$ cat config.mk
export PLATFORM = sky130hd
export DESIGN_NAME = idct_block_arbiter_flat
export DESIGN_NICKNAME = d
export VERILOG_FILES = /design/src/rtl/idct_block_arbiter_if.sv /design/src/rtl/idct_block_arbiter.sv /design/src/flat_wrapper.sv
export SDC_FILE = /design/constraint.sdc
export NUM_CORES = 1
export LEC_CHECK = 0
export BUFFER_PORTS_ARGS = -buffer_cell sky130_fd_sc_hd__buf_2
export CORE_AREA = 3 3 172 174
export CTS_BUF_LIST = sky130_fd_sc_hd__clkbuf_4 sky130_fd_sc_hd__clkbuf_8
export CTS_CLUSTER_SIZE = 28
export DETAILED_ROUTE_END_ITERATION = 6
export DIE_AREA = 0 0 175 177
export MAX_ROUTING_LAYER = met4
export SLEW_MARGIN = 20
export SYNTH_ARGS = -nofsm -noshare
export SYNTH_HDL_FRONTEND = slang
export SYNTH_SLANG_ARGS = --single-unit
$ cat constraint.sdc
create_clock -name clock -period 4.2 [get_ports clock]
set_input_delay 0.42 -clock clock [delete_from_list [all_inputs] [get_ports clock]]
set_output_delay 0.42 -clock clock [all_outputs]
set_load 0.05 [all_outputs]
$ cat src/rtl/idct_block_arbiter_if.sv
// Bundle of the requester, core and result streams around idct_block_arbiter.
// slave is the arbiter's view; master is the surrounding system's view.
`ifndef WIN
`define WIN 12
`endif
`ifndef WOUT
`define WOUT 9
`endif

interface idct_block_arbiter_if;
   logic [`WIN*8-1:0]  s0_tdata;
   logic               s0_tvalid;
   logic               s0_tready;
   logic [`WIN*8-1:0]  s1_tdata;
   logic               s1_tvalid;
   logic               s1_tready;
   logic [`WIN*8-1:0]  core_s_tdata;
   logic               core_s_tvalid;
   logic               core_s_tready;
   logic [`WOUT*8-1:0] core_m_tdata;
   logic               core_m_tvalid;
   logic               core_m_tready;
   logic [`WOUT*8-1:0] m_tdata;
   logic               m_tid;
   logic               m_tvalid;
   logic               m_tready;
   logic               busy;
   logic               err;

   modport slave (
      input  s0_tdata, s0_tvalid, s1_tdata, s1_tvalid,
      input  core_s_tready, core_m_tdata, core_m_tvalid, m_tready,
      output s0_tready, s1_tready, core_s_tdata, core_s_tvalid,
      output core_m_tready, m_tdata, m_tid, m_tvalid, busy, err
   );

   modport master (
      output s0_tdata, s0_tvalid, s1_tdata, s1_tvalid,
      output core_s_tready, core_m_tdata, core_m_tvalid, m_tready,
      input  s0_tready, s1_tready, core_s_tdata, core_s_tvalid,
      input  core_m_tready, m_tdata, m_tid, m_tvalid, busy, err
   );
endinterface

$ cat src/rtl/idct_block_arbiter.sv
// Two-requester, 8-row-block arbiter in front of a shared IDCT core, with result tag routing.
// Define IDCT_ARB_PRIO_EN for fixed priority to requester 0; default is round robin.
`ifndef WIN
`define WIN 12
`endif
`ifndef WOUT
`define WOUT 9
`endif

module idct_block_arbiter (
   input logic                 clock,
   input logic                 reset_n,
   idct_block_arbiter_if.slave bus
);
   typedef enum logic [0:0] {StIdle, StXfer} state_e;

   state_e     state_q, state_d;
   logic       gnt_q, gnt_d;
   logic       last_q, last_d;
   logic [2:0] row_cnt_q, row_cnt_d;
   logic [2:0] out_cnt_q, out_cnt_d;
   logic [1:0] tag_mem_q;
   logic       wr_ptr_q, rd_ptr_q;
   logic [1:0] tag_cnt_q;
   logic       err_q;

   logic pick, push, pop, in_hs, out_hs, fifo_full, fifo_empty;

   assign fifo_full  = (tag_cnt_q == 2'd2);
   assign fifo_empty = (tag_cnt_q == 2'd0);

   // pick = 1 selects requester 1
   always_comb begin
`ifdef IDCT_ARB_PRIO_EN
      pick = ~bus.s0_tvalid;
`else
      if (bus.s0_tvalid && bus.s1_tvalid) pick = ~last_q;
      else                                pick = ~bus.s0_tvalid;
`endif
   end

   always_comb begin
      state_d           = state_q;
      gnt_d             = gnt_q;
      last_d            = last_q;
      row_cnt_d         = row_cnt_q;
      push              = 1'b0;
      in_hs             = 1'b0;
      bus.core_s_tdata  = '0;
      bus.core_s_tvalid = 1'b0;
      bus.s0_tready     = 1'b0;
      bus.s1_tready     = 1'b0;
      unique case (state_q)
         StIdle: begin
            // Full FIFO blocks the grant even if the head pops this same cycle.
            if ((bus.s0_tvalid || bus.s1_tvalid) && !fifo_full) begin
               state_d = StXfer;
               gnt_d   = pick;
               last_d  = pick;
               push    = 1'b1;
            end
         end
         StXfer: begin
            bus.core_s_tdata  = gnt_q ? bus.s1_tdata : bus.s0_tdata;
            bus.core_s_tvalid = gnt_q ? bus.s1_tvalid : bus.s0_tvalid;
            bus.s0_tready     = ~gnt_q & bus.core_s_tready;
            bus.s1_tready     = gnt_q & bus.core_s_tready;
            in_hs = (gnt_q ? bus.s1_tvalid : bus.s0_tvalid) && bus.core_s_tready;
            if (in_hs) begin
               row_cnt_d = row_cnt_q + 3'd1;
               if (row_cnt_q == 3'd7) state_d = StIdle;
            end
         end
      endcase
   end

   always_comb begin
      out_hs    = bus.core_m_tvalid && bus.m_tready && !fifo_empty;
      pop       = out_hs && (out_cnt_q == 3'd7);
      out_cnt_d = out_hs ? out_cnt_q + 3'd1 : out_cnt_q;
   end

   assign bus.m_tdata       = bus.core_m_tdata;
   assign bus.m_tid         = !fifo_empty && tag_mem_q[rd_ptr_q];
   assign bus.m_tvalid      = bus.core_m_tvalid && !fifo_empty;
   assign bus.core_m_tready = bus.m_tready && !fifo_empty;
   assign bus.busy          = (state_q != StIdle);
   assign bus.err           = err_q;

   always_ff @(posedge clock or negedge reset_n) begin
      if (!reset_n) begin
         state_q   <= StIdle;
         gnt_q     <= 1'b0;
         last_q    <= 1'b1;
         row_cnt_q <= 3'd0;
         out_cnt_q <= 3'd0;
         tag_mem_q <= 2'b00;
         wr_ptr_q  <= 1'b0;
         rd_ptr_q  <= 1'b0;
         tag_cnt_q <= 2'd0;
         err_q     <= 1'b0;
      end else begin
         state_q   <= state_d;
         gnt_q     <= gnt_d;
         last_q    <= last_d;
         row_cnt_q <= row_cnt_d;
         out_cnt_q <= out_cnt_d;
         if (push) begin
            tag_mem_q[wr_ptr_q] <= gnt_d;
            wr_ptr_q            <= ~wr_ptr_q;
         end
         if (pop) rd_ptr_q <= ~rd_ptr_q;
         tag_cnt_q <= tag_cnt_q + {1'b0, push} - {1'b0, pop};
         // A result with no tag to route it is a protocol fault; it is left unconsumed.
         if (bus.core_m_tvalid && fifo_empty) err_q <= 1'b1;
      end
   end
endmodule

$ cat src/flat_wrapper.sv
// flat-port wrapper written by rule: the top's interface ports become plain ports
module idct_block_arbiter_flat 
  (clock, reset_n, bus_s0_tdata, bus_s0_tvalid, bus_s1_tdata, bus_s1_tvalid, bus_core_s_tready, bus_core_m_tdata, bus_core_m_tvalid, bus_m_tready, bus_s0_tready, bus_s1_tready, bus_core_s_tdata, bus_core_s_tvalid, bus_core_m_tready, bus_m_tdata, bus_m_tid, bus_m_tvalid, bus_busy, bus_err);
  idct_block_arbiter_if bus_i ();
  input logic clock;
  input logic reset_n;
  input wire logic [$bits(bus_i.s0_tdata)-1:0] bus_s0_tdata;
  input wire logic [$bits(bus_i.s0_tvalid)-1:0] bus_s0_tvalid;
  input wire logic [$bits(bus_i.s1_tdata)-1:0] bus_s1_tdata;
  input wire logic [$bits(bus_i.s1_tvalid)-1:0] bus_s1_tvalid;
  input wire logic [$bits(bus_i.core_s_tready)-1:0] bus_core_s_tready;
  input wire logic [$bits(bus_i.core_m_tdata)-1:0] bus_core_m_tdata;
  input wire logic [$bits(bus_i.core_m_tvalid)-1:0] bus_core_m_tvalid;
  input wire logic [$bits(bus_i.m_tready)-1:0] bus_m_tready;
  output wire logic [$bits(bus_i.s0_tready)-1:0] bus_s0_tready;
  output wire logic [$bits(bus_i.s1_tready)-1:0] bus_s1_tready;
  output wire logic [$bits(bus_i.core_s_tdata)-1:0] bus_core_s_tdata;
  output wire logic [$bits(bus_i.core_s_tvalid)-1:0] bus_core_s_tvalid;
  output wire logic [$bits(bus_i.core_m_tready)-1:0] bus_core_m_tready;
  output wire logic [$bits(bus_i.m_tdata)-1:0] bus_m_tdata;
  output wire logic [$bits(bus_i.m_tid)-1:0] bus_m_tid;
  output wire logic [$bits(bus_i.m_tvalid)-1:0] bus_m_tvalid;
  output wire logic [$bits(bus_i.busy)-1:0] bus_busy;
  output wire logic [$bits(bus_i.err)-1:0] bus_err;
  assign bus_i.s0_tdata = bus_s0_tdata;
  assign bus_i.s0_tvalid = bus_s0_tvalid;
  assign bus_i.s1_tdata = bus_s1_tdata;
  assign bus_i.s1_tvalid = bus_s1_tvalid;
  assign bus_i.core_s_tready = bus_core_s_tready;
  assign bus_i.core_m_tdata = bus_core_m_tdata;
  assign bus_i.core_m_tvalid = bus_core_m_tvalid;
  assign bus_i.m_tready = bus_m_tready;
  assign bus_s0_tready = bus_i.s0_tready;
  assign bus_s1_tready = bus_i.s1_tready;
  assign bus_core_s_tdata = bus_i.core_s_tdata;
  assign bus_core_s_tvalid = bus_i.core_s_tvalid;
  assign bus_core_m_tready = bus_i.core_m_tready;
  assign bus_m_tdata = bus_i.m_tdata;
  assign bus_m_tid = bus_i.m_tid;
  assign bus_m_tvalid = bus_i.m_tvalid;
  assign bus_busy = bus_i.busy;
  assign bus_err = bus_i.err;
  idct_block_arbiter u_core (.clock(clock), .reset_n(reset_n), .bus(bus_i));
endmodule
==> impl_metrics.py, run 1 <==
metrics = {
    "power_and_ir_drop": {
        "powerDensity_nw_per_um2": 843,
        "irDropWorstVdd_mv": 0.363,
        "power.internal_mw": 1.27,
        "p_clk_frac": 0.036,
        "seqPwrFrac": 0.087,
        "p_total_mw": 3.75,
        "swShare": 0.661,
        "power_frac_comb": 0.877,
        "p_leak_nw": 2.46,
        "power.switching_mw": 2.48,
    },
    "worst_setup_path": {
        "start_kind": "register",
        "required_ns": 3.78,
        "crit_start": "u_core.bus.busy",
        "cp_num_buf_inv": 2,
        "cp_max_fo": 62,
        "crit_path_cell_trace": "buf_4, nand2_1, nor2_1, buf_2",
        "max_stage_delay_ns": 0.76,
        "critPathTopFamily": "buffers and inverters",
        "critPathSlowestCell": "dfrtp_2",
        "crit-reg2reg-launch": "u_core.bus.busy",
        "crit_type": "reg -> out",
        "crit_arrival_ns": 2.19,
        "end_kind": "output port",
    },
    "grt": {
        "grtUsageMet3": 0.0210,
        "grt_max_degree": 63,
        "grt_pass1_wl_mm": 15.8,
        "gr-max-usage-layer": "met2",
        "met2_usage": 0.113,
        "grt_remaining_overflow": 0,
        "grt_pass1_vias": 3072,
        "grt_usage": 0.0645,
        "grtUsageMet1": 0.0691,
        "antenna_found_initial": 0,
    },
    "placement": {
        "post_dp_cell_area_um2": 4390,
        "io_buffers": 302,
        "dp.cells": 938,
        "gp_congestion": 0.707,
        "hpwl_mm": 9.51,
    },
    "synthesis": {
        "yosys_warnings": 0,
        "async_reset_ff_frac": 1.00,
        "ys_seq_elements": 16,
        "seq_area_frac_synth": 0.133,
        "syn_nets": 626,
        "synth_area_leaders": "mux2i_1 (32%), nor2b_1 (20%), buf_4 (18%), dfrtp_1 (12%), ha_1 (2.5%)",
        "ys.flop_type": "dfrtp_1",
        "syn_inst": 349,
        "synth_top_area_cell": "mux2i_1",
        "synth_cell_types": 27,
        "syn_avg_cell_area_um2": 8.67,
        "synth_edf_count": 0,
        "synth_top_cell_area_share": 0.321,
        "synth_area_um2": 3020,
    },
    "route": {
        "routed-via-count": 3107,
        "vias_per_cell": 3.30,
        "drtIter0Drc": 49,
        "wire_per_inst_um": 11.7,
        "ant_nets": 0,
        "drt_pre_antenna_iters": 4,
        "wirelength_mm": 11.0,
        "drc": 0,
    },
    "timing": {
        "hold_violations": 0,
        "max_freq_ghz": 0.383,
        "setup_viol": 0,
        "min_period_over_period": 0.622,
        "tightest_slew_ns": 0.673,
        "setup_tns_ns": 0,
        "period_minus_slack_ns": 2.61,
        "slew-limit-headroom": 0.551,
        "finClkSkew_ns": 0.00316,
        "drv_slew": 0,
        "grt_setup_unrepaired": "false",
    },
    "final_layout": {
        "num_antenna_cells": 0,
        "layout-drive-gt1-share": 0.573,
        "fin_util": 0.159,
        "fin_cells": 942,
        "final_common_cell": "buf_2",
        "final_cell_mix": "buf_2 (302), nor2b_1 (99), mux2i_1 (97)",
        "syn2layout_area_growth_pct": 47.1,
        "fin_area_um2": 4450,
        "num-nets-final": 842,
    },
    "clock_network": {
        "clock-sinks": 16,
        "cts_tree": "built",
        "cts_buffers": 3,
        "cts_buffer_depth": 2,
        "cts_hold_buffers": 0,
        "cts_setup_buffers": 0,
        "cts_resized": 0,
        "htree_num_levels": 1,
        "clock_latency_ns": 0.25,
        "clock-root-buffer": "clkbuf_8",
        "clkTransAtPathRegs_ns": 0.06,
    },
    "run_status": {
        "outcome": "finished clean",
    },
    "floorplan": {
        "pin_count": 447,
        "dieArea_um2": 31000,
        "core_um2": 27900,
        "die_h_um": 177,
        "initial_core_util": 0.108,
        "num_rows": 61,
        "die_w_um": 175,
    },
    "worst_hold_path": {
        "hold_class": "in -> async",
    },
    "job": {
        "maxCapViolations": 0,
    },
}
-- flip-flops by register name (all words and copies together), names as in the netlist --
signal / flops
u_core.tag_mem_q: 2
u_core.last_q: 1
u_core.row_cnt_q: 3
u_core.gnt_q: 1
u_core.bus.busy: 1
u_core.rd_ptr_q: 1
u_core.bus.err: 1
u_core.out_cnt_q: 3
u_core.tag_cnt_q: 2
u_core.wr_ptr_q: 1
-- worst paths after layout --
check | endpoint | slack, ns | cells past startpoint
worst max-delay path | bus_s0_tready | 1.59 | 4
worst min-delay path | u_core.out_cnt_q[2] | 0.08 | 1
worst max register to register | u_core.row_cnt_q[1] | 2.07 | 4
worst min register to register | u_core.bus.err | 0.46 | 1
max in group asynchronous | u_core.last_q | 3.81 | 1
min in group clock | u_core.bus.err | 0.41 | 2
-- Yosys cell counts, types with 2 or more instances --
| cell type | count |
|---|---|
| ha_1 | 6 |
| dfrtp_1 | 15 |
| mux2_1 | 2 |
| xor2_1 | 3 |
| mux2_2 | 6 |
| xnor2_1 | 3 |
| buf_6 | 2 |
| buf_4 | 74 |
| o21ai_0 | 2 |
| inv_1 | 4 |
| buf_2 | 8 |
| clkbuf_1 | 10 |
| mux2i_1 | 97 |
| nor2_1 | 5 |
| nand2_1 | 2 |
| nor2b_1 | 99 |
-- layer usage --
metal  share of wire  up-vias  wire (um)
met5               0        -          0
met4           0.033        0        357
met3            0.11       38       1220
met2            0.50      205       5530
met1            0.35     1356       3870
li1                -     1508          -
-- cell families (layout without fill, tap and decap cells) --
kind of cell,count (synthesis),after routing,share of synthesized area
AO/OA/AOI/OAI,4,4,0.00828
XOR/XNOR,6,6,0.0174
adder cells (fa/ha/maj),6,6,0.0248
buffers and inverters,98,313,0.222
flip-flops,16,16,0.133
multiplexers,106,106,0.358
AND/OR/NAND/NOR,113,113,0.237
-- power groups by stage --
stage | logic (mW) | clock network (mW) | registers (mW)
after floorplan | 2.86 | 0 | 0.292
after global placement | 3.29 | 0 | 0.329
after detailed placement | 3.32 | 0 | 0.334
after CTS | 3.33 | 0.142 | 0.331
after global routing | 3.47 | 0.147 | 0.347
final | 3.29 | 0.133 | 0.328
-- stage by stage --
stage	worst slack (ns)	hold slack, ns
CTS	1.50	0.0883
global placement	1.80	0.357
detailed placement	1.79	0.362
floorplan	1.86	0.124
finish	1.59	0.0795
global route	1.30	0.0966
-- area by class of cell --
type                            instances  area, um^2
Clock buffer                            4        55.1
Fill cell                            3206       23500
Inverter                                4        15.0
Sequential cell                        16         407
Tap cell                              378         473
Multi-Input combinational cell        235        1950
Timing Repair Buffer                  305        1550
Note: power is estimated with default switching activity, not from simulation.
==> run 2, diff against run 1 <==
CORE_AREA = 3 3 173 175   (was 3 3 172 174)
DIE_AREA = 0 0 176 178   (was 0 0 175 177)
clock period = 2.7 ns   (was 4.2 ns; I/O delays follow)
==> run 2 against run 1 <==
  * Utilization shrank 0.21 points
  * Final cell count grew 0.85%
  * Non-clock buffer count increased by 2
  * Register-to-register slack got worse by 1.2 ns
  * Total power up 57%
  * Highest routed layer unchanged
  * Sequential share of layout area fell by 0.10 points
  * Hold slack gained 0.17 ns
  * Via count increased by 0.45%
  * Worst setup slack got worse by 1.1 ns
  * Cell area grew 1.1%
  * Sequential cell count did not move
  * Combinational power up 55%
==> impl_metrics.py, run 2 (same netlist as run 1, synthesis figures left out) <==
metrics = {
    "final_layout": {
        "syn2layout_area_growth_pct": 48.7,
        "layout-drive-gt1-share": 0.572,
        "final_cell_mix": "buf_2 (302), nor2b_1 (99), mux2i_1 (97)",
        "n_fill_cell": 3225,
        "final_common_cell": "buf_2",
        "fin_cells": 950,
        "num_antenna_cells": 0,
        "top_regs": "u_core.out_cnt_q (3), u_core.row_cnt_q (3)",
        "num-nets-final": 844,
    },
    "grt": {
        "antenna_found_initial": 0,
        "grt_pass1_vias": 2918,
        "grt_max_degree": 64,
        "grt_usage": 0.0637,
        "grt_pass1_wl_mm": 15.5,
        "grt_remaining_overflow": 0,
    },
    "run_status": {
        "outcome": "finished clean",
    },
    "job": {
        "maxCapViolations": 0,
    },
    "clock_network": {
        "clock_latency_ns": 0.25,
        "cts_resized": 0,
        "clock-sinks": 16,
        "cts_buffers": 3,
        "htree_num_levels": 1,
        "cts_buffer_depth": 2,
        "clkTransAtPathRegs_ns": 0.06,
        "clock-root-buffer": "clkbuf_8",
        "cts_tree": "built",
    },
    "timing": {
        "min_period_over_period": 0.806,
        "max_freq_ghz": 0.459,
        "fin_ws_ns": 0.523,
        "hold_slack_ns": 0.254,
        "finClkSkew_ns": 0.00466,
        "tightest_slew_ns": 0.621,
        "grt_setup_unrepaired": "false",
        "slew-limit-headroom": 0.586,
        "period_minus_slack_ns": 2.18,
        "setup_tns_ns": 0,
        "setup_viol": 0,
        "hold_violations": 0,
        "drv_slew": 0,
    },
    "placement": {
        "dp.cells": 945,
        "hpwl_mm": 9.88,
        "gp_congestion": 0.791,
        "io_buffers": 302,
        "preCtsSetupSlack_ns": 0.738,
    },
    "worst_setup_path": {
        "start_kind": "register",
        "crit_arrival_ns": 1.91,
        "cp_max_fo": 39,
        "required_ns": 2.43,
        "end_kind": "output port",
        "crit_type": "reg -> out",
    },
    "power_and_ir_drop": {
        "p_leak_nw": 2.48,
        "powerDensity_nw_per_um2": 1310,
        "power_frac_comb": 0.868,
        "p_total_mw": 5.89,
        "power.internal_mw": 2.01,
        "p_clk_frac": 0.035,
        "power.switching_mw": 3.88,
        "swShare": 0.658,
        "irDropWorstVdd_mv": 0.614,
        "seqPwrFrac": 0.097,
    },
    "floorplan": {
        "initial_core_util": 0.106,
        "core_um2": 28600,
        "num_rows": 62,
        "die_w_um": 176,
        "dieArea_um2": 31300,
        "die_h_um": 178,
        "pin_count": 447,
    },
    "route": {
        "drt_pre_antenna_iters": 4,
        "wirelength_mm": 11.2,
        "drc": 0,
        "drtIter0Drc": 85,
        "ant_nets": 0,
        "routed-via-count": 3121,
        "wire_per_inst_um": 11.8,
        "vias_per_cell": 3.29,
    },
    "worst_hold_path": {
        "hold_class": "in -> reg",
    },
}
[run 2: power groups by stage]
| stage | logic, mW | registers (mW) | clock network (mW) |
|---|---|---|---|
| 2_1_floorplan | 4.46 | 0.454 | 0 |
| 4_1_cts | 5.15 | 0.576 | 0.216 |
| 6_report | 5.11 | 0.570 | 0.208 |
| 3_3_place_gp | 5.11 | 0.568 | 0 |
| 3_5_place_dp | 5.15 | 0.580 | 0 |
| 5_1_grt | 5.39 | 0.604 | 0.233 |
[run 2: what timing repair did]
action | in CTS | in global routing
hold buffers | 1 | 0
endpoints found under the setup margin | 0 | 0
setup buffers | 0 | 0
endpoints found under the hold margin | 15 | 0
[run 2: worst paths after layout]
check | startpoint | endpoint | slack, ns | cells after the start
worst max-delay path | u_core.gnt_q | bus_core_s_tdata[36] | 0.52 | 4
worst min-delay path | bus_core_m_tvalid | u_core.bus.err | 0.25 | 2
worst max register to register | u_core.bus.busy | u_core.row_cnt_q[2] | 0.87 | 4
worst min register to register | u_core.bus.err | u_core.bus.err | 0.46 | 1
max in group asynchronous | reset_n | u_core.last_q | 1.92 | 2
min in group asynchronous | reset_n | u_core.row_cnt_q[2] | 0.47 | 2
[run 2: cell type report]
| class | count | area, um^2 | area share |
|---|---|---|---|
| flip-flops and latches | 16 | 407 | 0.0904 |
| clock buffers | 4 | 55.1 | 0.0122 |
| repair buffers | 307 | 1590 | 0.353 |
| multi-input cells | 235 | 1950 | 0.434 |
| well taps | 384 | 480 | 0.107 |
| inverters | 4 | 15.0 | 0.00334 |
[run 2: per-layer routing]
metal | global-route usage | vias to the layer above | share of wire
li1 | - | 1524 | -
met1 | 0.0731 | 1348 | 0.38
met2 | 0.103 | 207 | 0.47
met3 | 0.0226 | 42 | 0.11
met4 | 0.0244 | 0 | 0.038
met5 | - | - | 0
[run 2: through the flow]
step                utilization  area [um^2]
floorplan                     -         3020
global placement          0.155         4430
detailed placement        0.155         4430
CTS                       0.157         4500
global route              0.157         4500
finish                    0.157         4500
[run 2: critical path: stages (launching register included)]
cell and delay [ns]:
dfrtp_4 0.65, buf_12 0.29, mux2i_1 0.37, nor2b_1 0.08, buf_2 0.22
==> run 3, diff against run 2 <==
ABC_AREA = 1   (was not set)
CORE_AREA = 3 3 174 176   (was 3 3 173 175)
DIE_AREA = 0 0 177 179   (was 0 0 176 178)
clock period = 1.82 ns   (was 2.7 ns; I/O delays follow)
==> run 3 against run 2 <==
  * Worst setup slack lost 0.48 ns
  * Sequential power grew 22%
  * Hold slack lost 0.092 ns
  * Sequential share of layout area shrank 0.69 points
  * Die area grew 1.1%
  * Register-to-register slack lost 0.67 ns
  * Total power grew 100%
  * Combinational power grew 120%
  * Cell area grew 8.2%
  * Wire length grew 19%
  * Largest power group unchanged
  * Highest routed layer unchanged
==> impl_metrics.py, run 3 <==
metrics = {
    "worst_hold_path": {
        "holdPathStages": 2,
        "hold_class": "in -> reg",
        "min_from": "bus_core_m_tvalid",
        "holdPathEnd": "u_core.bus.err",
    },
    "route": {
        "ant_nets": 0,
        "wire_per_inst_um": 12.3,
        "drc": 0,
        "drtIter0Drc": 126,
        "wirelength_mm": 13.4,
        "drt_pre_antenna_iters": 4,
        "routed-via-count": 3790,
        "vias_per_cell": 3.48,
    },
    "power_and_ir_drop": {
        "irDropWorstVdd_mv": 1.00,
        "seqPwrFrac": 0.058,
        "power.switching_mw": 8.12,
        "power.internal_mw": 3.89,
        "power_frac_comb": 0.915,
        "swShare": 0.676,
        "p_leak_nw": 2.45,
        "powerDensity_nw_per_um2": 2470,
        "p_clk_frac": 0.027,
    },
    "timing": {
        "min_period_over_period": 0.978,
        "setup_viol": 0,
        "hold_violations": 0,
        "max_freq_ghz": 0.562,
        "drv_slew": 0,
        "finClkSkew_ns": 0.00190,
        "period_minus_slack_ns": 1.78,
        "grt_setup_unrepaired": "true",
        "tightest_slew_ns": 0.373,
        "slew-limit-headroom": 0.751,
    },
    "final_layout": {
        "top_regs": "u_core.out_cnt_q (3), u_core.row_cnt_q (3)",
        "final_cell_mix": "buf_2 (226), nor2_1 (104), nor2_2 (78)",
        "fin_cells": 1090,
        "fin_util": 0.169,
        "layout-drive-gt1-share": 0.598,
        "syn2layout_area_growth_pct": 78.4,
        "num_antenna_cells": 0,
        "final_common_cell": "buf_2",
        "num-nets-final": 984,
        "n_fill_cell": 3265,
    },
    "worst_setup_path": {
        "end_kind": "output port",
        "crit_type": "reg -> out",
        "rrSetupSlack_ns": 0.20,
        "cp_max_fo": 24,
        "crit_arrival_ns": 1.60,
        "start_kind": "register",
        "crit-reg2reg-launch": "u_core.out_cnt_q[0]",
        "critPathSlowestCell": "dfrtp_4",
        "cp_num_buf_inv": 2,
        "rr_worst_depth": 8,
        "crit_path_cell_trace": "buf_8, o21ai_0, nor2_4, clkbuf_4",
        "required_ns": 1.64,
        "max_stage_delay_ns": 0.58,
        "rr_endpoint": "u_core.tag_cnt_q[1]",
        "critPathTopFamily": "flip-flops",
    },
    "grt": {
        "grt_max_degree": 53,
        "antenna_found_initial": 0,
        "grt_pass1_wl_mm": 18.4,
        "grt_remaining_overflow": 0,
        "grt_usage": 0.0747,
        "grt_pass1_vias": 3468,
    },
    "synthesis": {
        "synth_area_um2": 2730,
        "synth_area_leaders": "nor2_1 (28%), buf_4 (20%), o21ai_0 (17%), dfrtp_1 (14%), nand2_1 (5.0%)",
        "yosysMostFrequentCell": "nor2_1",
        "seq_area_frac_synth": 0.147,
        "ys.flop_type": "dfrtp_1",
        "yosys_warnings": 0,
        "synthTopCellsByCount": "nor2_1 (201), o21ai_0 (92), buf_4 (72)",
        "syn_nets": 766,
        "syn_avg_cell_area_um2": 5.58,
        "async_reset_ff_frac": 1.00,
        "synth_top_cell_area_share": 0.276,
        "syn_inst": 489,
        "synth_cell_types": 22,
        "ys_seq_elements": 16,
        "synth_edf_count": 0,
        "synth_top_area_cell": "nor2_1",
    },
    "floorplan": {
        "dieArea_um2": 31700,
        "die_h_um": 179,
        "initial_core_util": 0.0948,
        "core_um2": 28800,
        "pin_count": 447,
        "die_w_um": 177,
        "num_rows": 62,
    },
    "clock_network": {
        "clock_latency_ns": 0.25,
        "clock-sinks": 16,
        "clkTransAtPathRegs_ns": 0.07,
        "clock-root-buffer": "clkbuf_8",
        "cts_buffer_depth": 2,
        "cts_buffers": 3,
        "cts_tree": "built",
        "htree_num_levels": 1,
    },
    "placement": {
        "gp_congestion": 0.791,
        "hpwl_mm": 10.7,
        "io_buffers": 302,
        "dp.cells": 1081,
    },
    "run_status": {
        "outcome": "finished clean",
    },
    "job": {
        "maxCapViolations": 0,
    },
}
==> run 3: how the worst max path moves through the flow <==
stage                                end  slack, ns                 from  depth (start not counted)
finish              bus_core_s_tdata[79]       0.04         u_core.gnt_q                          4
global route         bus_core_s_tdata[6]     -0.008         u_core.gnt_q                          4
CTS                 bus_core_s_tdata[70]       0.01         u_core.gnt_q                          4
detailed placement   u_core.tag_cnt_q[1]       0.19  u_core.out_cnt_q[0]                          8
global placement     u_core.tag_cnt_q[1]       0.20  u_core.out_cnt_q[0]                          8
floorplan           bus_core_s_tdata[63]      -0.07      u_core.bus.busy                          5
==> run 3: cell families (layout without fill, tap and decap cells) <==
| kind of cell | Yosys count | in the layout | share of synthesized area |
|---|---|---|---|
| AND/OR/NAND/NOR | 246 | 246 | 0.345 |
| flip-flops | 16 | 16 | 0.147 |
| buffers and inverters | 117 | 334 | 0.285 |
| AO/OA/AOI/OAI | 101 | 101 | 0.186 |
| adder cells (fa/ha/maj) | 6 | 6 | 0.0275 |
| XOR/XNOR | 3 | 3 | 0.00963 |
==> run 3: power groups by stage <==
stage	registers [mW]	logic, mW	clock network (mW)
floorplan	0.637	8.31	0
CTS	0.699	10.6	0.329
detailed placement	0.682	10.2	0
finish	0.697	11.0	0.321
global route	0.722	11.6	0.348
global placement	0.677	10.1	0
==> run 3: through the flow <==
stage	setup WS [ns]	hold slack [ns]	TNS [ns]	cell area [um^2]	power, mW
floorplan	-0.0671	-0.114	-0.0671	3060	8.95
global placement	0.195	0.119	0	4530	10.8
detailed placement	0.194	0.125	0	4530	10.9
CTS	0.0110	0.159	0	4720	11.7
global route	-0.00817	0.180	-0.0349	4870	12.7
finish	0.0406	0.162	0	4870	12.0
==> run 3: timing repair <==
item,4_1_cts,5_1_grt
endpoints found under the hold margin,15,0
setup buffers,3,0
gates cloned,1,0
setup endpoints to repair,63,67
hold buffers,1,0
gates resized for setup,26,91
==> run 3: routing by layer <==
metal  vias to the layer above  wire (um)  global-route usage
met5                         -          0                   -
met3                        26       1290              0.0214
met2                       191       6400               0.121
met1                      1670       5340              0.0894
li1                       1903          -                   -
met4                         0        356              0.0245
==> run 3: cell type report <==
class | instances | area (um^2) | area share
Tap cell | 384 | 480 | 0.0987
Sequential cell | 16 | 407 | 0.0835
Timing Repair Buffer | 317 | 1980 | 0.406
Inverter | 13 | 61.3 | 0.0126
Clock buffer | 4 | 55.1 | 0.0113
Multi-Input combinational cell | 356 | 1890 | 0.388
==> run 3: worst reg2reg max path, cell delays in order (launching register included) <==
cell and delay, ns:
dfrtp_1 0.40, ha_1 0.21, ha_1 0.17, nand2_1 0.08, inv_1 0.06, ha_1 0.27
inv_1 0.04, ha_1 0.17, xnor2_1 0.12
